File: src/rtl/sys_cmd_pkg.sv
// sys_cmd_pkg: opcodes, operand addresses and FSM state type for sys_cmd_ctrl
package sys_cmd_pkg;
   localparam logic [7:0] CMD_WR      = 8'hAA;
   localparam logic [7:0] CMD_RD      = 8'hBB;
   localparam logic [7:0] CMD_ALU_OP  = 8'hCC;
   localparam logic [7:0] CMD_ALU_NOP = 8'hDD;
   localparam int OPA_ADDR = 0;
   localparam int OPB_ADDR = 1;
   typedef enum logic [3:0] {
      IDLE, WR_ADDR, WR_DATA, RD_ADDR, RD_WAIT, OP_A, OP_B, ALU_FUN, ALU_WAIT, TX_LO, TX_HI
   } state_t;
endpackage

File: src/rtl/sys_cmd_ctrl.sv
// sys_cmd_ctrl: decodes UART command bytes into register-file and ALU operations and returns responses over a byte handshake
module sys_cmd_ctrl
   import sys_cmd_pkg::*;
#(
   parameter int DATA_WIDTH = 8,
   parameter int ADDR_WIDTH = 4
) (
   input  logic                      CLK,
   input  logic                      RST,
   input  logic                      rx_data_valid,
   input  logic [DATA_WIDTH-1:0]     rx_p_data,
   input  logic                      rx_par_err,
   input  logic                      rx_stp_err,
   output logic                      rf_wr_en,
   output logic                      rf_rd_en,
   output logic [ADDR_WIDTH-1:0]     rf_addr,
   output logic [DATA_WIDTH-1:0]     rf_wr_data,
   input  logic [DATA_WIDTH-1:0]     rf_rd_data,
   input  logic                      rf_rd_valid,
   output logic                      alu_en,
   output logic [3:0]                alu_fun,
   output logic                      clk_gate_en,
   input  logic [2*DATA_WIDTH-1:0]   alu_out,
   input  logic                      alu_out_valid,
   output logic                      tx_valid,
   output logic [DATA_WIDTH-1:0]     tx_data,
   input  logic                      tx_ready,
   output logic                      cmd_err,
   output logic [7:0]                err_cnt
);
   state_t state_q, state_d;
   logic rf_wr_en_q, rf_wr_en_d, rf_rd_en_q, rf_rd_en_d, alu_en_q, alu_en_d;
   logic clk_gate_en_q, clk_gate_en_d, tx_valid_q, tx_valid_d, cmd_err_q, cmd_err_d;
   logic two_q, two_d;
   logic [ADDR_WIDTH-1:0] rf_addr_q, rf_addr_d;
   logic [DATA_WIDTH-1:0] rf_wr_data_q, rf_wr_data_d, tx_data_q, tx_data_d, res_hi_q, res_hi_d;
   logic [3:0] alu_fun_q, alu_fun_d;
   logic [7:0] err_cnt_q, err_cnt_d;
   logic rx_ok, rx_bad, busy;

   assign rx_bad = rx_data_valid && (rx_par_err || rx_stp_err);
   assign rx_ok  = rx_data_valid && !rx_par_err && !rx_stp_err;
   assign busy   = state_q == RD_WAIT || state_q == ALU_WAIT || state_q == TX_LO || state_q == TX_HI;

   always_comb begin
      state_d      = state_q;
      rf_wr_en_d   = 1'b0;
      rf_rd_en_d   = 1'b0;
      alu_en_d     = 1'b0;
      cmd_err_d    = 1'b0;
      rf_addr_d    = rf_addr_q;
      rf_wr_data_d = rf_wr_data_q;
      alu_fun_d    = alu_fun_q;
      tx_valid_d   = tx_valid_q;
      tx_data_d    = tx_data_q;
      res_hi_d     = res_hi_q;
      two_d        = two_q;
      err_cnt_d    = err_cnt_q;
      case (state_q)
         IDLE: if (rx_ok) begin
            state_d   = rx_p_data == CMD_WR      ? WR_ADDR :
                        rx_p_data == CMD_RD      ? RD_ADDR :
                        rx_p_data == CMD_ALU_OP  ? OP_A    :
                        rx_p_data == CMD_ALU_NOP ? ALU_FUN : IDLE;
            cmd_err_d = state_d == IDLE;
         end
         WR_ADDR: if (rx_ok) begin
            rf_addr_d = rx_p_data[ADDR_WIDTH-1:0];
            state_d   = WR_DATA;
         end
         WR_DATA: if (rx_ok) begin
            rf_wr_data_d = rx_p_data;
            rf_wr_en_d   = 1'b1;
            state_d      = IDLE;
         end
         RD_ADDR: if (rx_ok) begin
            rf_addr_d  = rx_p_data[ADDR_WIDTH-1:0];
            rf_rd_en_d = 1'b1;
            state_d    = RD_WAIT;
         end
         RD_WAIT: if (rf_rd_valid) begin
            tx_data_d  = rf_rd_data;
            tx_valid_d = 1'b1;
            two_d      = 1'b0;
            state_d    = TX_LO;
         end
         OP_A: if (rx_ok) begin
            rf_addr_d    = ADDR_WIDTH'(OPA_ADDR);
            rf_wr_data_d = rx_p_data;
            rf_wr_en_d   = 1'b1;
            state_d      = OP_B;
         end
         OP_B: if (rx_ok) begin
            rf_addr_d    = ADDR_WIDTH'(OPB_ADDR);
            rf_wr_data_d = rx_p_data;
            rf_wr_en_d   = 1'b1;
            state_d      = ALU_FUN;
         end
         ALU_FUN: if (rx_ok) begin
            alu_fun_d = rx_p_data[3:0];
            alu_en_d  = 1'b1;
            state_d   = ALU_WAIT;
         end
         ALU_WAIT: if (alu_out_valid) begin
            tx_data_d  = alu_out[DATA_WIDTH-1:0];
            res_hi_d   = alu_out[2*DATA_WIDTH-1:DATA_WIDTH];
            tx_valid_d = 1'b1;
            two_d      = 1'b1;
            state_d    = TX_LO;
         end
         TX_LO: if (tx_ready) begin
            tx_data_d  = two_q ? res_hi_q : tx_data_q;
            tx_valid_d = two_q;
            state_d    = two_q ? TX_HI : IDLE;
         end
         TX_HI: if (tx_ready) begin
            tx_valid_d = 1'b0;
            state_d    = IDLE;
         end
         default: state_d = IDLE;
      endcase
      // a corrupted byte aborts whatever is in flight, including a pending response
      if (rx_bad) begin
         state_d    = IDLE;
         tx_valid_d = 1'b0;
         cmd_err_d  = 1'b1;
         err_cnt_d  = err_cnt_q == 8'hFF ? err_cnt_q : err_cnt_q + 8'd1;
      end else if (rx_data_valid && busy) begin
         cmd_err_d = 1'b1;
      end
      clk_gate_en_d = state_d == ALU_FUN || state_d == ALU_WAIT;
   end

   always_ff @(posedge CLK) begin
      if (RST) begin
         state_q       <= IDLE;
         rf_wr_en_q    <= 1'b0;
         rf_rd_en_q    <= 1'b0;
         alu_en_q      <= 1'b0;
         clk_gate_en_q <= 1'b0;
         tx_valid_q    <= 1'b0;
         cmd_err_q     <= 1'b0;
         two_q         <= 1'b0;
         rf_addr_q     <= '0;
         rf_wr_data_q  <= '0;
         tx_data_q     <= '0;
         res_hi_q      <= '0;
         alu_fun_q     <= '0;
         err_cnt_q     <= '0;
      end else begin
         state_q       <= state_d;
         rf_wr_en_q    <= rf_wr_en_d;
         rf_rd_en_q    <= rf_rd_en_d;
         alu_en_q      <= alu_en_d;
         clk_gate_en_q <= clk_gate_en_d;
         tx_valid_q    <= tx_valid_d;
         cmd_err_q     <= cmd_err_d;
         two_q         <= two_d;
         rf_addr_q     <= rf_addr_d;
         rf_wr_data_q  <= rf_wr_data_d;
         tx_data_q     <= tx_data_d;
         res_hi_q      <= res_hi_d;
         alu_fun_q     <= alu_fun_d;
         err_cnt_q     <= err_cnt_d;
      end
   end

   assign rf_wr_en    = rf_wr_en_q;
   assign rf_rd_en    = rf_rd_en_q;
   assign rf_addr     = rf_addr_q;
   assign rf_wr_data  = rf_wr_data_q;
   assign alu_en      = alu_en_q;
   assign alu_fun     = alu_fun_q;
   assign clk_gate_en = clk_gate_en_q;
   assign tx_valid    = tx_valid_q;
   assign tx_data     = tx_data_q;
   assign cmd_err     = cmd_err_q;
   assign err_cnt     = err_cnt_q;
endmodule

File: config.mk
export PLATFORM = sky130hd
export DESIGN_NAME = sys_cmd_ctrl
export DESIGN_NICKNAME = d
export VERILOG_FILES = /design/src/rtl/sys_cmd_pkg.sv /design/src/rtl/sys_cmd_ctrl.sv
export SDC_FILE = /design/constraint.sdc
export NUM_CORES = 1
export LEC_CHECK = 0
export ABC_AREA = 1
export CORE_ASPECT_RATIO = 1.75
export CORE_UTILIZATION = 40
export DETAILED_ROUTE_END_ITERATION = 12
export PLACE_DENSITY = 0.82
export SYNTH_ARGS = -nofsm -noshare
export SYNTH_HDL_FRONTEND = slang
export SYNTH_SLANG_ARGS = --single-unit
File: constraint.sdc
create_clock -name CLK -period 4.5 [get_ports CLK]
set_clock_uncertainty 0.15 [all_clocks]
set_input_delay 1.35 -clock CLK [delete_from_list [all_inputs] [get_ports CLK]]
set_output_delay 1.35 -clock CLK [all_outputs]
set_load 0.05 [all_outputs]
# Yosys cells after proc, flatten, opt, wreduce, memory -nomap -nowiden
# Index checks and enable logic that the tools add are counted.
[op_classes]
add_sub_neg = 1
n_eq_ne = 25
muxes = 39
n_bitwise = 4
n_reduce_logical = 31
[op_table]
columns = ["operator", "n"]
rows = [
  ["4-bit two-way mux", 16],
  ["4-bit one-hot mux with 11 select lines", 1],
  ["8-bit equality test (second input constant)", 5],
  ["8-bit two-way mux", 4],
  ["8-bit one-hot mux with 3 select lines", 1],
  ["4-bit by 3-bit equality test with 1-bit output (second input constant)", 5],
  ["4-bit equality test (second input constant)", 4],
  ["2-bit inequality test (second input constant)", 7],
  ["3-bit two-way mux", 4],
  ["4-bit one-hot mux with 3 select lines", 1],
  ["1-bit two-way mux", 10],
  ["5-bit AND reduction", 2],
  ["2-bit OR reduction", 5],
  ["8-bit by 1-bit adder with 8-bit output (second input constant)", 1],
  ["4-bit by 2-bit equality test with 1-bit output (second input constant)", 2],
  ["4-bit zero test", 2],
  ["2-bit AND reduction", 4],
  ["3-bit nonzero test", 2],
  ["1-bit logical OR", 5],
  ["4-bit by 1-bit equality test with 1-bit output (second input constant)", 1],
  ["1-bit logical AND", 4],
  ["1-bit inverter", 4],
  ["1-bit one-hot mux with 4 select lines", 1],
  ["4-bit AND reduction", 1],
  ["7 further kinds", 8],
]
[totals]
ff_bits = 51
input_bits = 40
out_inout_bits = 38
word_cells = 114

# Depth between registers and ports, before layout
# Gate-level depths: netlist (run 1).
[depth]
ltp_word = 10
depth_mapped = 13
depth_no_buf = 13

# Worst setup path after synthesis (run 1)
# Ideal clock, no wire load.
[synth_timing]
kind = "input to register"
from = "input rx_par_err"
to = "register err_cnt_q[5] (netlist: err_cnt[5])"
setup_time_ns = 0.115
t_arrival_ns = 2.282
required_ns = 4.235
slack_ns = 1.953
stages = 6
path_buffers = 0
cell_sequence = "o21ai_0 -> a21oi_2 -> nand2_1 -> nor2_1 -> a21oi_1 -> o21a_1"
[synth_via]
elab_chain_cells = 3
[synth_lines]
columns = ["item", "line", "source"]
rows = [
  ["start: declaration", "sys_cmd_ctrl.sv:12", "input logic rx_par_err,"],
  ["1-bit logical OR", "sys_cmd_ctrl.sv:41", "assign rx_bad = rx_data_valid && (rx_par_err || rx_stp_err);"],
  ["1-bit logical AND", "sys_cmd_ctrl.sv:41", ""],
  ["2-bit AND reduction (no source line)", "--", ""],
  ["end signal: assignment", "sys_cmd_ctrl.sv:164", "err_cnt_q <= err_cnt_d;"],
  ["end: declaration", "sys_cmd_ctrl.sv:38", "logic [7:0] err_cnt_q, err_cnt_d;"],
]
# Every way passes these cells.
# A chain may end at the register's enable or synchronous reset.

# Final worst setup path (run 1)
[layout_timing]
from = "register err_cnt_q[5] (netlist: err_cnt[5])"
to = "output err_cnt[5]"
[layout_rtl]
columns = ["item", "line", "source"]
rows = [
  ["end: declaration", "sys_cmd_ctrl.sv:29", "output logic [7:0] err_cnt"],
]
# No word-level cell between the ends.

==> results of run 1 <==
## cells by family (layout without fill, tap and decap cells)
logic type      after synthesis  count (layout)  share of synthesized area, %
compound gates              105             105                          22.5
fa+ha+maj                     1               1                         0.512
buf+inv                      55             133                          8.65
flops                        51              51                          41.8
simple gates                151             151                          26.6
## sequential cells by signal (all words and copies together) (netlist names), 4 cells and up
name        count
err_cnt         8
res_hi_q        8
rf_wr_data      8
tx_data         8
alu_fun         4
rf_addr         4
state_q         4
## layout by cell type (no fill, tap or decap), types with 2 or more instances in the layout
| master | count |
|---|---|
| sky130_fd_sc_hd__a21oi_1 | 47 |
| sky130_fd_sc_hd__a21oi_2 | 2 |
| sky130_fd_sc_hd__a31oi_1 | 2 |
| sky130_fd_sc_hd__clkbuf_8 | 5 |
| sky130_fd_sc_hd__clkdlybuf4s50_1 | 77 |
| sky130_fd_sc_hd__dfxtp_1 | 51 |
| sky130_fd_sc_hd__inv_1 | 40 |
| sky130_fd_sc_hd__inv_2 | 7 |
| sky130_fd_sc_hd__nand2_1 | 77 |
| sky130_fd_sc_hd__nand3_1 | 21 |
| sky130_fd_sc_hd__nand4_1 | 2 |
| sky130_fd_sc_hd__nor2_1 | 38 |
| sky130_fd_sc_hd__nor2_2 | 4 |
| sky130_fd_sc_hd__nor2_4 | 2 |
| sky130_fd_sc_hd__nor3_1 | 4 |
| sky130_fd_sc_hd__o211ai_1 | 2 |
| sky130_fd_sc_hd__o21ai_0 | 43 |
| sky130_fd_sc_hd__o21ai_1 | 6 |
| sky130_fd_sc_hd__o21ai_2 | 2 |
## through the flow
stage | instance area (um^2) | total power, mW | instances | utilization, % | setup WS (ps)
after floorplan | 2440 | 0.509 | 363 | - | 1950
after CTS | 3380 | 0.838 | 519 | 57.5 | 1420
after global placement | 3290 | 0.560 | 511 | 55.9 | 1170
after global routing | 3380 | 0.866 | 519 | 57.5 | 1250
final | 3380 | 0.828 | 519 | 57.5 | 1420
after detailed placement | 3290 | 0.562 | 511 | 55.9 | 1080
## synthesized netlist by cell type, types with 4 or more instances
master / count / area, um^2
sky130_fd_sc_hd__clkbuf_1: 6 / 22.5
sky130_fd_sc_hd__nor2_2: 4 / 25.0
sky130_fd_sc_hd__o21ai_0: 43 / 215
sky130_fd_sc_hd__nor3_1: 4 / 20.0
sky130_fd_sc_hd__nand2_1: 77 / 289
sky130_fd_sc_hd__inv_2: 7 / 26.3
sky130_fd_sc_hd__inv_1: 40 / 150
sky130_fd_sc_hd__o21ai_1: 6 / 30.0
sky130_fd_sc_hd__nor2_1: 38 / 143
sky130_fd_sc_hd__a21oi_1: 47 / 235
sky130_fd_sc_hd__nand3_1: 21 / 105
sky130_fd_sc_hd__dfxtp_1: 51 / 1020
## where the power goes
part,internal (mW),leakage [nW],switching [mW]
Sequential,0.454,0.411,0.00274
Combinational,0.0456,0.908,0.0488
Clock,0.115,0.0467,0.161
Total,0.615,1.37,0.213
## layout make-up
class | instances | area [um^2]
Tap cell | 78 | 97.6
Multi-Input combinational cell | 257 | 1210
Sequential cell | 51 | 1020
Inverter | 47 | 176
Clock buffer | 5 | 68.8
Fill cell | 583 | 2500
Clock inverter | 3 | 27.5
Timing Repair Buffer | 78 | 778
## worst max path at each step
stage / end / cells after the start / slack, ps / start
after floorplan: err_cnt[5]$_SDFFE_PP0P_ / 6 / 1950 / rx_par_err
after global placement: err_cnt[5]$_SDFFE_PP0P_ / 7 / 1170 / rx_data_valid
after detailed placement: err_cnt[5]$_SDFFE_PP0P_ / 7 / 1080 / rx_data_valid
after CTS: err_cnt[5] / 1 / 1420 / err_cnt[5]$_SDFFE_PP0P_
after global routing: clk_gate_en$_SDFF_PP0_ / 13 / 1250 / rx_data_valid
final: err_cnt[5] / 1 / 1420 / err_cnt[5]$_SDFFE_PP0P_
## per-layer routing
layer,up-vias,GRT usage (%),routed length (um)
li1,1343,-,-
met1,1171,21.4,2550
met2,82,39.8,3510
met3,18,3.56,293
met4,0,9.58,170
met5,-,0,0
==> implementation parameters, run 1 <==
Parameter                              Value

Critical path
  Cell at the slowest stage of the critical path ... sky130_fd_sc_hd__clkdlybuf4s50_1
  Worst setup path class ... reg -> out
  Worst reg-to-reg setup slack ... ~2400 ps
  Arrival time reported for the critical path endpoint ... 1580 ps
  Origin of the critical flop-to-flop path ... state_q[1]$_SDFF_PP0_
  Worst Setup End Kind ... output port
  Path depth of the worst reg2reg path ... 11
  Ordered cell list for the critical path ... clkdlybuf4s50_1
  Type of element launching the critical path ... register
  CP Buf/Inv Count ... 1
  Critical register-to-register path endpoint ... clk_gate_en$_SDFF_PP0_
  Dominant delay contributor by cell family on the critical path ... buffers and inverters
  Maximum single-stage delay on the critical path ... 840 ps
  Critical Path Fanout Max ... 6
  Worst endpoint required time ... 3000 ps

GRT
  Via count of the first global-routing pass ... 2,518
  Largest net degree at the start of global routing ... 22
  GRT Util Overall ... a little over a fifth
  Gr ovfl total ... 0
  First-pass GRT wire length ... 10,600 um
  Number of antenna violations at the first check in global routing ... 0

Timing
  Max transition margin ... 55.0%
  Unrepaired setup endpoints after global routing ... false
  Period Utilization, post-route ... between 60% and 70%
  Max Clock Freq ... 324 MHz
  Setup violations, final ... 0
  Hold Worst Slack ... 307 ps
  Crit path time final ... 3080 ps
  Measured slew at the worst slew-check pin ... between 600 and 700 ps
  Count of final hold-check violations ... 0
  Number of pins with negative max-slew slack in the final report ... 0
  TNS Setup ... 0 ps

Cells and area
  Total Nets Final ... 481
  Share of layout cells above drive strength 1 ... 6.58%
  Number of diodes added for antenna fixing ... 0
  Area growth from synthesis to layout ... 38.3%

Worst hold path
  Instance count along the most critical hold path ... 2
  Class of the tightest hold or removal check ... reg -> reg
  Worst min-delay path endpoint ... res_hi_q[0]$_SDFFE_PP0P_
  Worst hold path startpoint ... res_hi_q[0]$_SDFFE_PP0P_

Drt
  Remaining design rule violation count ... 0
  DR WL/cell ... 12.6 um
  Pre-Repair DR Iteration Count ... 4
  Total wire length after detailed routing ... 6530 um
  Via density per instance ... 5.04
  Count of nets left with antenna violations after detail routing ... 0
  Overall via count from detail_route ... around 2,600
  1st-iter DRT viols ... 91

Job
  Number of maximum-capacitance constraint violations ... 0

Synth
  Number of library cell types mapped by synthesis ... 25
  Share of flip-flops with an asynchronous set or reset after synthesis ... 0%
  Gate count of the mapped netlist ... 363
  Yosys warning total ... 0
  Netlist area before placement ... 2440 um^2
  Net count of the mapped netlist ... 404
  Mapped Avg Cell Area ... 6.74 um^2
  Number of synthesized register bits ... 51
  Sequential area share after synthesis ... around two fifths
  EDFF count, synth ... 0
  Most used flip-flop cell after synthesis ... sky130_fd_sc_hd__dfxtp_1

Die
  IO Pins ... 78
  Rows ... 37
  Area of the core ... 5880 um^2
  Chip height ... 105 um
  Initial Util ... 41.6%
  Die Area ... 6440 um^2
  Die Width ... approximately 60 um

Power
  Pwr per Cell Area ... 245 nW/um^2
  Leakage power ... between 1 and 1.5 nW
  Worst voltage drop across the vdd grid ... 0.000217 V

Clock network
  H-tree depth ... 2
  Clk buf depth ... 2
  Clock transition at the registers of the reported paths ... roughly 90 ps
  CTS tree ... done
  Buffer cell driving the clock tree root ... sky130_fd_sc_hd__clkbuf_8
  Number of clock sinks ... approximately 50
  Post-CTS setup-driven buffer insertion count ... 0
  Hold buffer count at cts ... 0
  Number of buffers created by CTS ... 5
  Post-cts resize count ... 0
  Clock latency reported for the late side of the worst-skew pair ... 310 ps

Placed design
  Detailed-placement wirelength estimate ... roughly 5200 um
  RD Place Congestion ... 0.989
  Number of port buffers ... 77

Run status
  Run status ... completed
(Power assumes the default switching activity.)
==> run 2, diff against run 1 <==
--- a/config.mk
+++ b/config.mk
@@ -9,7 +9,7 @@
 export CORE_ASPECT_RATIO = 1.75
 export CORE_UTILIZATION = 40
 export DETAILED_ROUTE_END_ITERATION = 12
-export PLACE_DENSITY = 0.82
+export PLACE_DENSITY = 0.84
 export SYNTH_ARGS = -nofsm -noshare
 export SYNTH_HDL_FRONTEND = slang
 export SYNTH_SLANG_ARGS = --single-unit
==> constraint.sdc (replaced) <==
create_clock -name CLK -period 2.49 [get_ports CLK]
set_clock_uncertainty 0.15 [all_clocks]
set_input_delay 0.747 -clock CLK [delete_from_list [all_inputs] [get_ports CLK]]
set_output_delay 0.747 -clock CLK [all_outputs]
set_load 0.05 [all_outputs]
==> implementation parameters, run 2 (synthesis gave the netlist of run 1 again) <==
Parameter                              Value

Run status
  Run status ... completed

Timing
  Period Utilization, post-route ... 97.7%
  Max Clock Freq ... a little over 400 MHz
  TNS Setup ... 0 ps (unchanged)
  Number of pins with negative max-slew slack in the final report ... 0 (unchanged)
  Setup violations, final ... 0 (unchanged)
  Crit path time final ... 2430 ps
  Max transition margin ... 65.1% (+10 points)
  Count of final hold-check violations ... 0 (unchanged)
  Unrepaired setup endpoints after global routing ... false
  Measured slew at the worst slew-check pin ... 522 ps (-146 ps)

Critical path
  Maximum single-stage delay on the critical path ... 830 ps (about the same)
  Worst endpoint required time ... 1590 ps (-1410 ps)
  Dominant delay contributor by cell family on the critical path ... buffers and inverters
  Worst setup path class ... reg -> out
  Type of element launching the critical path ... register
  CP Buf/Inv Count ... 1 (unchanged)
  Critical Path Fanout Max ... 5 (-1)
  Ordered cell list for the critical path ... clkdlybuf4s50_1
  Arrival time reported for the critical path endpoint ... 1530 ps (-50 ps)
  Cell at the slowest stage of the critical path ... sky130_fd_sc_hd__clkdlybuf4s50_1
  Worst Setup End Kind ... output port

Job
  Number of maximum-capacitance constraint violations ... 0 (unchanged)

Clock network
  Buffer cell driving the clock tree root ... sky130_fd_sc_hd__clkbuf_8
  H-tree depth ... 2 (unchanged)
  Clock latency reported for the late side of the worst-skew pair ... 310 ps (about the same)
  CTS tree ... done
  Post-CTS setup-driven buffer insertion count ... 0 (unchanged)
  Clock transition at the registers of the reported paths ... 100 ps (about the same)
  Number of buffers created by CTS ... 5 (unchanged)
  Post-cts resize count ... 1 (+1)
  Clk buf depth ... 2 (unchanged)
  Hold buffer count at cts ... 0 (unchanged)
  Number of clock sinks ... 51 (unchanged)

Power
  Leakage power ... 1.44 nW (+5.5%)
  Pwr per Cell Area ... 433 nW/um^2 (+77%)
  Clock network fraction of design power ... 33.4% (about the same)
  Worst voltage drop across the vdd grid ... 0.000286 V (+32%)
  Switching fraction of total power ... 25.9% (+0.23 points)
  Share of total power in combinational logic ... 11.9% (+0.5 points)
  Total internal power ... 1.12 mW (+82%)
  Reported net switching power ... 0.392 mW (+84%)
  Overall power of the completed layout ... 1.51 mW (+83%)
  Sequential group share of total power ... 54.6% (-0.6 points)

GRT
  GRT Util Overall ... 22.1% (+0.84 points)
  Gr ovfl total ... 0 (unchanged)
  Via count of the first global-routing pass ... 2,502 (-0.64%)
  Largest net degree at the start of global routing ... 22 (unchanged)
  Number of antenna violations at the first check in global routing ... 0 (unchanged)
  First-pass GRT wire length ... 10,800 um (+1.6%)

Placed design
  Number of port buffers ... 77 (unchanged)
  RD Place Congestion ... 0.915 (-7.5%)
  Detailed-placement wirelength estimate ... 5300 um (+2.9%)

Cells and area
  Top library cells by usage in the layout, fill and taps aside ... sky130_fd_sc_hd__nand2_1, sky130_fd_sc_hd__clkdlybuf4s50_1, sky130_fd_sc_hd__dfxtp_1
  Share of layout cells above drive strength 1 ... 9.71% (+3.1 points)
  Number of diodes added for antenna fixing ... 0 (unchanged)
  Area growth from synthesis to layout ... 42.7%
  Leading cell type in the layout, fill and taps excluded ... sky130_fd_sc_hd__nand2_1
  Total Nets Final ... 493 (+2.5%)

Drt
  Total wire length after detailed routing ... 6690 um (+2.4%)
  Remaining design rule violation count ... 0 (unchanged)
  Via density per instance ... 4.93 (-2.2%)
  Overall via count from detail_route ... 2,616 (+0.077%)
  DR WL/cell ... 12.6 um (+0.12%)
  1st-iter DRT viols ... 85 (-6.6%)
  Pre-Repair DR Iteration Count ... 4 (unchanged)
  Count of nets left with antenna violations after detail routing ... 0 (unchanged)

Die
  Rows ... 37 (unchanged)
  Initial Util ... 41.6% (unchanged)
  Area of the core ... 5880 um^2 (unchanged)
  Chip height ... 105 um (unchanged)
  Die Area ... 6440 um^2 (unchanged)
  Die Width ... 61.1 um (unchanged)
  IO Pins ... 78 (unchanged)

Worst hold path
  Class of the tightest hold or removal check ... reg -> reg
## run 2: cell types whose count changed in the layout (fill, tap and decap cells not counted), sizes merged
cell           change
buf               +15
clkdlybuf4s50      -4
clkinv             +1
dlygate4sd2        +1
inv                -1
## run 2: final timing paths
kind	start	to	slack (ps)	cells past startpoint
worst max-delay path	err_cnt[2]$_SDFFE_PP0P_	err_cnt[2]	60	1
worst min-delay path	res_hi_q[6]$_SDFFE_PP0P_	res_hi_q[6]$_SDFFE_PP0P_	300	2
worst max register to register	state_q[0]$_SDFF_PP0_	tx_data[3]$_SDFFE_PP0P_	550	8
worst min register to register	res_hi_q[6]$_SDFFE_PP0P_	res_hi_q[6]$_SDFFE_PP0P_	300	2
## run 2: metrics by stage
step           cells  utilization (%)  hold slack [ps]  instance area, um^2  setup slack (ps)
2_1_floorplan    363                -              275                 2440               530
3_3_place_gp     523             57.7              283                 3390              22.3
3_5_place_dp     523             57.7              289                 3390              9.60
4_1_cts          531             59.3              304                 3490              48.9
5_1_grt          531             59.3              327                 3490             0.923
6_report         531             59.3              304                 3490              58.5
## run 2: power by group through the flow
stage / Clock, mW / Combinational, mW / Sequential (mW)
5_1_grt: 0.550 / 0.197 / 0.827
4_1_cts: 0.522 / 0.181 / 0.826
2_1_floorplan: 0 / 0.0572 / 0.863
3_3_place_gp: 0 / 0.179 / 0.845
6_report: 0.505 / 0.181 / 0.826
3_5_place_dp: 0 / 0.180 / 0.845
## run 2: routing by layer
layer | wire length, um | track usage, % | vias to the layer above
li1 | - | - | 1366
met1 | 2540 | 22.4 | 1171
met2 | 3710 | 42.0 | 68
met3 | 305 | 3.68 | 11
met4 | 131 | 8.28 | 0
met5 | 0 | 0 | -
## run 2: area by class of cell
type | instances | area [um^2]
fill | 555 | 2390
multi-input combinational | 257 | 1210
sequential | 51 | 1020
timing repair buffer | 90 | 885
inverter | 47 | 176
tap | 78 | 97.6
clock buffer | 5 | 68.8
clock inverter | 3 | 27.5
==> run 3, diff against run 2 <==
--- a/config.mk
+++ b/config.mk
@@ -10,6 +10,7 @@
 export CORE_UTILIZATION = 40
 export DETAILED_ROUTE_END_ITERATION = 12
 export PLACE_DENSITY = 0.84
+export SKIP_CTS_REPAIR_TIMING = 1
 export SYNTH_ARGS = -nofsm -noshare
 export SYNTH_HDL_FRONTEND = slang
 export SYNTH_SLANG_ARGS = --single-unit
==> implementation parameters, run 3 (synthesis gave the netlist of run 1 again) <==
Parameter                              Value

Cells and area
  Number of diodes added for antenna fixing ... 0 (unchanged)
  Top library cells by usage in the layout, fill and taps aside ... sky130_fd_sc_hd__nand2_1, sky130_fd_sc_hd__clkdlybuf4s50_1, sky130_fd_sc_hd__dfxtp_1
  Total Nets Final ... 493 (unchanged)
  Post-route non-filler standard cell count ... 531 (unchanged)
  Area growth from synthesis to layout ... 42.8%
  Leading cell type in the layout, fill and taps excluded ... sky130_fd_sc_hd__nand2_1
  Share of layout cells above drive strength 1 ... 9.71% (unchanged)
  Fill count ... 553 (-0.36%)

Timing
  Setup violations, final ... 0 (unchanged)
  Number of pins with negative max-slew slack in the final report ... 0 (unchanged)
  Max Clock Freq ... 411 MHz (about the same)
  Fin worst setup slack ... 58.5 ps (+0.0302 ps)
  Max transition margin ... 65.1% (unchanged)
  Period Utilization, post-route ... 97.6% (about the same)
  Count of final hold-check violations ... 0 (unchanged)
  Crit path time final ... 2430 ps (-0.0302 ps)
  Measured slew at the worst slew-check pin ... 522 ps (unchanged)
  Unrepaired setup endpoints after global routing ... false

Die
  Rows ... 37 (unchanged)
  Die Area ... 6440 um^2 (unchanged)
  Area of the core ... 5880 um^2 (unchanged)
  IO Pins ... 78 (unchanged)
  Die Width ... 61.1 um (unchanged)
  Initial Util ... 41.6% (unchanged)
  Chip height ... 105 um (unchanged)

Clock network
  CTS tree ... done
  Clock latency reported for the late side of the worst-skew pair ... 310 ps (about the same)
  Number of clock sinks ... 51 (unchanged)
  Clock transition at the registers of the reported paths ... 100 ps (about the same)
  Number of buffers created by CTS ... 5 (unchanged)
  H-tree depth ... 2 (unchanged)
  Clk buf depth ... 2 (unchanged)
  Buffer cell driving the clock tree root ... sky130_fd_sc_hd__clkbuf_8

GRT
  Via count of the first global-routing pass ... 2,502 (unchanged)
  Number of antenna violations at the first check in global routing ... 0 (unchanged)
  First-pass GRT wire length ... 10,800 um (unchanged)
  Largest net degree at the start of global routing ... 22 (unchanged)
  GRT Util Overall ... 22.1% (unchanged)
  Gr ovfl total ... 0 (unchanged)

Worst hold path
  Class of the tightest hold or removal check ... reg -> reg
  Instance count along the most critical hold path ... 2 (unchanged)

Power
  Pwr per Cell Area ... 433 nW/um^2 (-0.13%)
  Worst voltage drop across the vdd grid ... 0.000285 V (-0.24%)
  Leakage power ... 1.46 nW (+0.96%)

Placed design
  Number of port buffers ... 77 (unchanged)
  RD Place Congestion ... 0.915 (unchanged)
  Detailed-placement wirelength estimate ... 5300 um (unchanged)
  Cell count after placement ... 523 (unchanged)
  Place WS ... 9.60 ps (unchanged)

Critical path
  CP Buf/Inv Count ... 1 (unchanged)
  Type of element launching the critical path ... register
  Cell at the slowest stage of the critical path ... sky130_fd_sc_hd__clkdlybuf4s50_1
  Maximum single-stage delay on the critical path ... 830 ps (about the same)
  Arrival time reported for the critical path endpoint ... 1530 ps (about the same)
  Path depth of the worst reg2reg path ... 8 (unchanged)
  Dominant delay contributor by cell family on the critical path ... buffers and inverters
  Path length in cells of the critical path ... 1 (unchanged)
  Critical Path Fanout Max ... 5 (unchanged)
  Worst endpoint required time ... 1590 ps (about the same)
  Worst Setup End Kind ... output port
  Ordered cell list for the critical path ... clkdlybuf4s50_1
  Worst setup path class ... reg -> out

Job
  Number of maximum-capacitance constraint violations ... 0 (unchanged)

Drt
  Via density per instance ... 4.91 (-0.38%)
  Pre-Repair DR Iteration Count ... 4 (unchanged)
  Remaining design rule violation count ... 0 (unchanged)
  Total wire length after detailed routing ... 6690 um (about the same)
  DR WL/cell ... 12.6 um (about the same)
  1st-iter DRT viols ... 83 (-2.4%)
  Overall via count from detail_route ... 2,606 (-0.38%)
  Count of nets left with antenna violations after detail routing ... 0 (unchanged)

Run status
  Run status ... completed
## run 3: worst paths after layout
| path | start | end | slack (ps) |
|---|---|---|---|
| setup / recovery | err_cnt[2]$_SDFFE_PP0P_ | err_cnt[2] | 60 |
| hold / removal | res_hi_q[6]$_SDFFE_PP0P_ | res_hi_q[6]$_SDFFE_PP0P_ | 300 |
| setup reg to reg | state_q[0]$_SDFF_PP0_ | tx_data[3]$_SDFFE_PP0P_ | 550 |
| hold reg to reg | res_hi_q[6]$_SDFFE_PP0P_ | res_hi_q[6]$_SDFFE_PP0P_ | 300 |
## run 3: final cells by class
class	instances	area, um^2	share of cell area (%)
multi-input combinational	257	1210	34.7
sequential	51	1020	29.2
timing repair buffer	90	888	25.4
inverter	47	176	5.05
tap	78	97.6	2.79
clock buffer	5	68.8	1.97
clock inverter	3	27.5	0.788
## run 3: report_power, final
part           switching (mW)  internal (mW)  total [mW]
Combinational          0.0888         0.0916       0.180
Sequential            0.00500          0.821       0.826
Clock                   0.298          0.207       0.505
## run 3: layer usage
metal,routed length [um],GRT usage (%),vias up
met4,131,8.28,0
met1,2550,22.4,1164
met2,3710,42.0,66
li1,-,-,1365
met5,0,0,-
met3,298,3.68,11
## run 3: worst min-delay path, delay by kind of cell, from the launching register on
family	cells	cell delay, ps
flip-flops	1	310
buffers and inverters	1	50
AO/OA/AOI/OAI	1	50
## run 3: per-stage QoR
| stage | hold WS (ps) | instance area (um^2) | setup TNS [ps] | total power, mW | util [%] |
|---|---|---|---|---|---|
| after floorplan | 275 | 2440 | 0 | 0.920 | - |
| after global placement | 283 | 3390 | 0 | 1.02 | 57.7 |
| after detailed placement | 289 | 3390 | 0 | 1.02 | 57.7 |
| after CTS | 304 | 3490 | -6.67 | 1.53 | 59.4 |
| after global routing | 327 | 3490 | 0 | 1.57 | 59.4 |
| final | 304 | 3490 | 0 | 1.51 | 59.4 |
==> patch 1, RTL diff (settings of run 3) <==
The 11 states of `state_t` get a one-hot encoding in 11 bits.
--- a/src/rtl/sys_cmd_pkg.sv
+++ b/src/rtl/sys_cmd_pkg.sv
@@ -6,8 +6,8 @@
    localparam logic [7:0] CMD_ALU_NOP = 8'hDD;
    localparam int OPA_ADDR = 0;
    localparam int OPB_ADDR = 1;
-   typedef enum logic [3:0] {
-      IDLE, WR_ADDR, WR_DATA, RD_ADDR, RD_WAIT, OP_A, OP_B, ALU_FUN, ALU_WAIT, TX_LO, TX_HI
+   typedef enum logic [10:0] {
+      IDLE = 11'b00000000001, WR_ADDR = 11'b00000000010, WR_DATA = 11'b00000000100, RD_ADDR = 11'b00000001000, RD_WAIT = 11'b00000010000, OP_A = 11'b00000100000, OP_B = 11'b00001000000, ALU_FUN = 11'b00010000000, ALU_WAIT = 11'b00100000000, TX_LO = 11'b01000000000, TX_HI = 11'b10000000000
    } state_t;
 endpackage
 
Function: same outputs for any inputs over 4 cycles, from zero or initial values and one cycle with RST high; so few cycles prove little.
==> patch 1 against run 3 <==
First-iteration DRC count grew 110%. Sequential cell count increased by 7. Synthesized area rose by 25%. Critical endpoint is now err_cnt[1]. Worst setup slack worse by 0.028 ns. Routed wire length is 35% higher. Non-clock buffer count up 12. Total power rose by 55%. Count of clock-buffer cells in the layout increased by 7. Worst hold slack worse by 0.012 ns. Utilization up 0.10 points. Final area rose by 24%.
==> patch 1: results <==
clock_network:
  cts_buffers: 9
  clk_path_buf_depth: 2
  clkTransAtPathRegs_ns: 0.05
  cts_root_buffer: "clkbuf_16"
  cts_max_level: 3
  worstSkewPairLatency_ns: 0.34
cells_and_area:
  fillers: 652
  largest-register: "state_q"
  drive_above_1_share_pct: 17.8
  nets: 564
  antenna_cells: 0
  largest_register_ffs: 11
detailed_routing:
  vias: 3303
  firstDrtPassIters: 4
  post_drt_wl_per_cell_um: 14.8
  drt_iter0_drc: 176
power_and_ir_drop:
  seqPwrFrac_pct: 40.1
  vdd_drop_max_mv: 0.421
  power_switching_share_pct: 22.0
  p_leak_nw: 1.85
  combinationalPower_uw: 205
yosys:
  synthTopCellsByArea: "dfxtp_1 38%, o21ai_0 8.4%, nand2_1 7.3%"
  synth_commonest_cells: "59 x nand2_1, 58 x dfxtp_1, 51 x nor2_1, 51 x o21ai_0, 42 x inv_1"
  synth_seq_area_share_pct: 38.1
  synth_nets: 461
  synthFlopType: "dfxtp_1"
  ys_types: 35
  postSynth.asyncResetShare_pct: 0
  yosysWarnings: 0
worst_setup_path:
  crit_fanout: 4
  ff2ff_path_depth: 10
  cp_slowest_cell: "clkdlybuf4s50_1"
  r2r_setup_slack_ns: 0.35
  max_stage_delay_ns: 0.83
  crit_family: "buffers and inverters"
  cp-startpoint: "err_cnt[1]$_SDFFE_PP0P_"
  r2r-start: "state_q[0]$_SDFF_PP1_"
  r2r_end: "clk_gate_en$_SDFF_PP0_"
timing:
  worst_pin_slew_ns: 0.538
  slew_viol_final: 0
  whs_ns: 0.292
outcome:
  status: "finished clean"
placement:
  place_hpwl_mm: 6.85
  io_buffers: 77
  gp_congestion: 0.949
hold_path:
  min_path_type: "reg2reg"
  hold_depth: 2
  min_from: "res_hi_q[7]$_SDFFE_PP0P_"
  hold_end: "res_hi_q[7]$_SDFFE_PP0P_"
global_routing:
  grt_max_degree: 20
  met2_usage_pct: 43.0
  grt_pass1_vias: 3222
  use_met3_pct: 5.06
  antenna_found_initial: 0
  track_usage_pct: 24.2
  grt_pass1_wl_mm: 14.4
  grt_use_met1_pct: 23.9
-- patch 1: kinds of logic (layout without fill, tap and decap cells) --
family,count (synthesis),count (layout),share of synthesized area (%)
adders and majority gates,1,1,0.411
AOI/OAI and AO/OA,109,109,20.1
and+or+nand+nor,188,188,32.4
buffers and inverters,63,170,8.59
DFF,58,58,38.1
xor gates and xnor gates,1,1,0.288
-- patch 1: through the flow --
step / total power [mW] / setup slack [ns] / std cells / cell area [um^2]
6_report: 2.34 / 0.0303 / 613 / 4330
5_1_grt: 2.41 / 0.00704 / 613 / 4330
4_1_cts: 2.35 / -0.000418 / 613 / 4330
3_5_place_dp: 1.16 / -0.126 / 598 / 4040
3_3_place_gp: 1.16 / -0.0419 / 598 / 4040
2_1_floorplan: 1.05 / 0.370 / 420 / 3040
-- patch 1: layout make-up --
class | instances | share of cell area (%)
inverters | 53 | 4.59
multi-input cells | 299 | 37.4
repair buffers | 102 | 22.1
clock buffers | 12 | 5.69
clock inverters | 3 | 0.924
well taps | 86 | 2.48
flip-flops and latches | 58 | 26.8
-- patch 1: routing by layer --
| layer | part of all wire, % | up-vias |
|---|---|---|
| li1 | - | 1595 |
| met3 | 3.8 | 32 |
| met4 | 4.1 | 0 |
| met5 | 0 | - |
| met1 | 36 | 1577 |
| met2 | 56 | 99 |
-- patch 1: worst max path at each step --
stage	end	slack, ns	cells past startpoint
after floorplan	err_cnt[7]$_SDFFE_PP0P_	0.37	9
after global placement	clk_gate_en$_SDFF_PP0_	-0.04	11
after detailed placement	err_cnt[7]$_SDFFE_PP0P_	-0.13	10
after CTS	err_cnt[6]	-0.0004	1
after global routing	err_cnt[1]	0.007	1
final	err_cnt[1]	0.03	1
==> patch 2, RTL diff (settings of run 3) <==
Made on the original files. Set the parameter `DATA_WIDTH` to 12 (it was 8).
--- a/src/rtl/sys_cmd_ctrl.sv
+++ b/src/rtl/sys_cmd_ctrl.sv
@@ -2,7 +2,7 @@
 module sys_cmd_ctrl
    import sys_cmd_pkg::*;
 #(
-   parameter int DATA_WIDTH = 8,
+   parameter int DATA_WIDTH = 12,
    parameter int ADDR_WIDTH = 4
 ) (
    input  logic                      CLK,
Ports: changed (5 resized); port bits go from 78 to 102. No check against the original RTL was run, so the function may have changed too.
==> patch 2 against run 3 <==
Sequential cell count increased by 12. Routed wire length increased by 42%. Total power increased by 79%. Worst setup slack got worse by 0.0095 ns. Synthesized area increased by 26%. First-iteration DRC count increased by 140%. Highest routed layer unchanged. Non-clock buffer count increased by 35. Final area increased by 34%.
==> patch 2: results <==
placement:
  place_hpwl_mm: 6.94
  io_buffers: 101
  placed_cell_area_um2: 4310
  dp_cells: 652
cells_and_area:
  fillers: 635
  register_area_um2: 1260
  nets: 634
  drive_above_1_share_pct: 11.9
yosys:
  synth_seq_area_share_pct: 41.0
  synth_nets: 513
  ys_types: 34
  synth_commonest_cells: "90 x nand2_1, 63 x dfxtp_1, 58 x a21oi_1"
  syn_area_per_cell_um2: 6.74
  synthTopCellsByArea: "dfxtp_1 41%, nand2_1 11%, a21oi_1 9.4%"
  syn_area_um2: 3070
detailed_routing:
  drt_iter0_drc: 203
  wl_mm: 9.52
  vias: 3520
  post_drt_wl_per_cell_um: 14.2
  firstDrtPassIters: 5
timing:
  worst_pin_slew_ns: 0.521
global_routing:
  grt_max_degree: 53
  grt_pass1_wl_mm: 15.6
power_and_ir_drop:
  vdd_drop_max_mv: 0.523
  p_leak_nw: 1.99
clock_network:
  clkTransAtPathRegs_ns: 0.05
  cts_buffers: 9
  cts_max_level: 3
worst_setup_path:
  cp_slowest_cell: "clkdlybuf4s50_1"
  crit_family: "buffers and inverters"
outcome:
  status: "finished clean"
==> patch 2: through the flow <==
step | setup TNS, ns | power (mW) | setup slack [ns] | hold WS [ns] | util, %
6_report | 0 | 2.70 | 0.0491 | 0.295 | 63.7
5_1_grt | 0 | 2.78 | 0.00357 | 0.322 | 63.7
4_1_cts | 0 | 2.72 | 0.0291 | 0.297 | 63.6
3_5_place_dp | -0.0202 | 1.25 | -0.0170 | 0.290 | 58.7
3_3_place_gp | -0.0152 | 1.25 | -0.0109 | 0.284 | 58.7
2_1_floorplan | 0 | 1.11 | 0.382 | 0.274 | -
==> patch 2: per-layer routing <==
layer  GRT usage [%]  wire, um  up-vias
li1                -         -     1742
met1            25.1      3520     1594
met5               0         0        -
met2            43.8      5160      153
met3            7.07       589       31
met4            13.3       248        0
==> patch 2: report_power, final <==
part	total [mW]	switching [mW]	internal [mW]
clock network	1.47	0.437	1.03
registers	1.02	0.00413	1.01
logic	0.219	0.0991	0.120
total	2.70	0.541	2.16
==> patch 2: cell families (layout without fill, tap and decap cells) <==
logic type / after synthesis / in the layout / share of synthesized area (%)
simple gates: 202 / 202 / 28.8
buf+inv: 70 / 196 / 9.16
xor+xnor: 2 / 2 / 0.570
flops: 63 / 63 / 41.0
fa+ha+maj: 1 / 1 / 0.407
compound gates: 118 / 118 / 20.0
==> patch 2: worst paths after layout <==
check                                         startpoint                        to  slack (ns)  cells past startpoint
worst min register to register  res_hi_q[4]$_SDFFE_PP0P_  res_hi_q[4]$_SDFFE_PP0P_        0.29                      2
worst max register to register     state_q[0]$_SDFF_PP0_   tx_data[4]$_SDFFE_PP0P_        0.43                      8
worst max-delay path             err_cnt[3]$_SDFFE_PP0P_                err_cnt[3]        0.05                      1
worst min-delay path            res_hi_q[4]$_SDFFE_PP0P_  res_hi_q[4]$_SDFFE_PP0P_        0.29                      2
==> patch 2: final cells by class <==
class / count / share of cell area [%]
flip-flops and latches: 63 / 27.0
inverters: 55 / 4.47
multi-input cells: 323 / 32.8
repair buffers: 125 / 25.8
clock inverters: 5 / 2.22
well taps: 86 / 2.30
clock buffers: 11 / 5.41
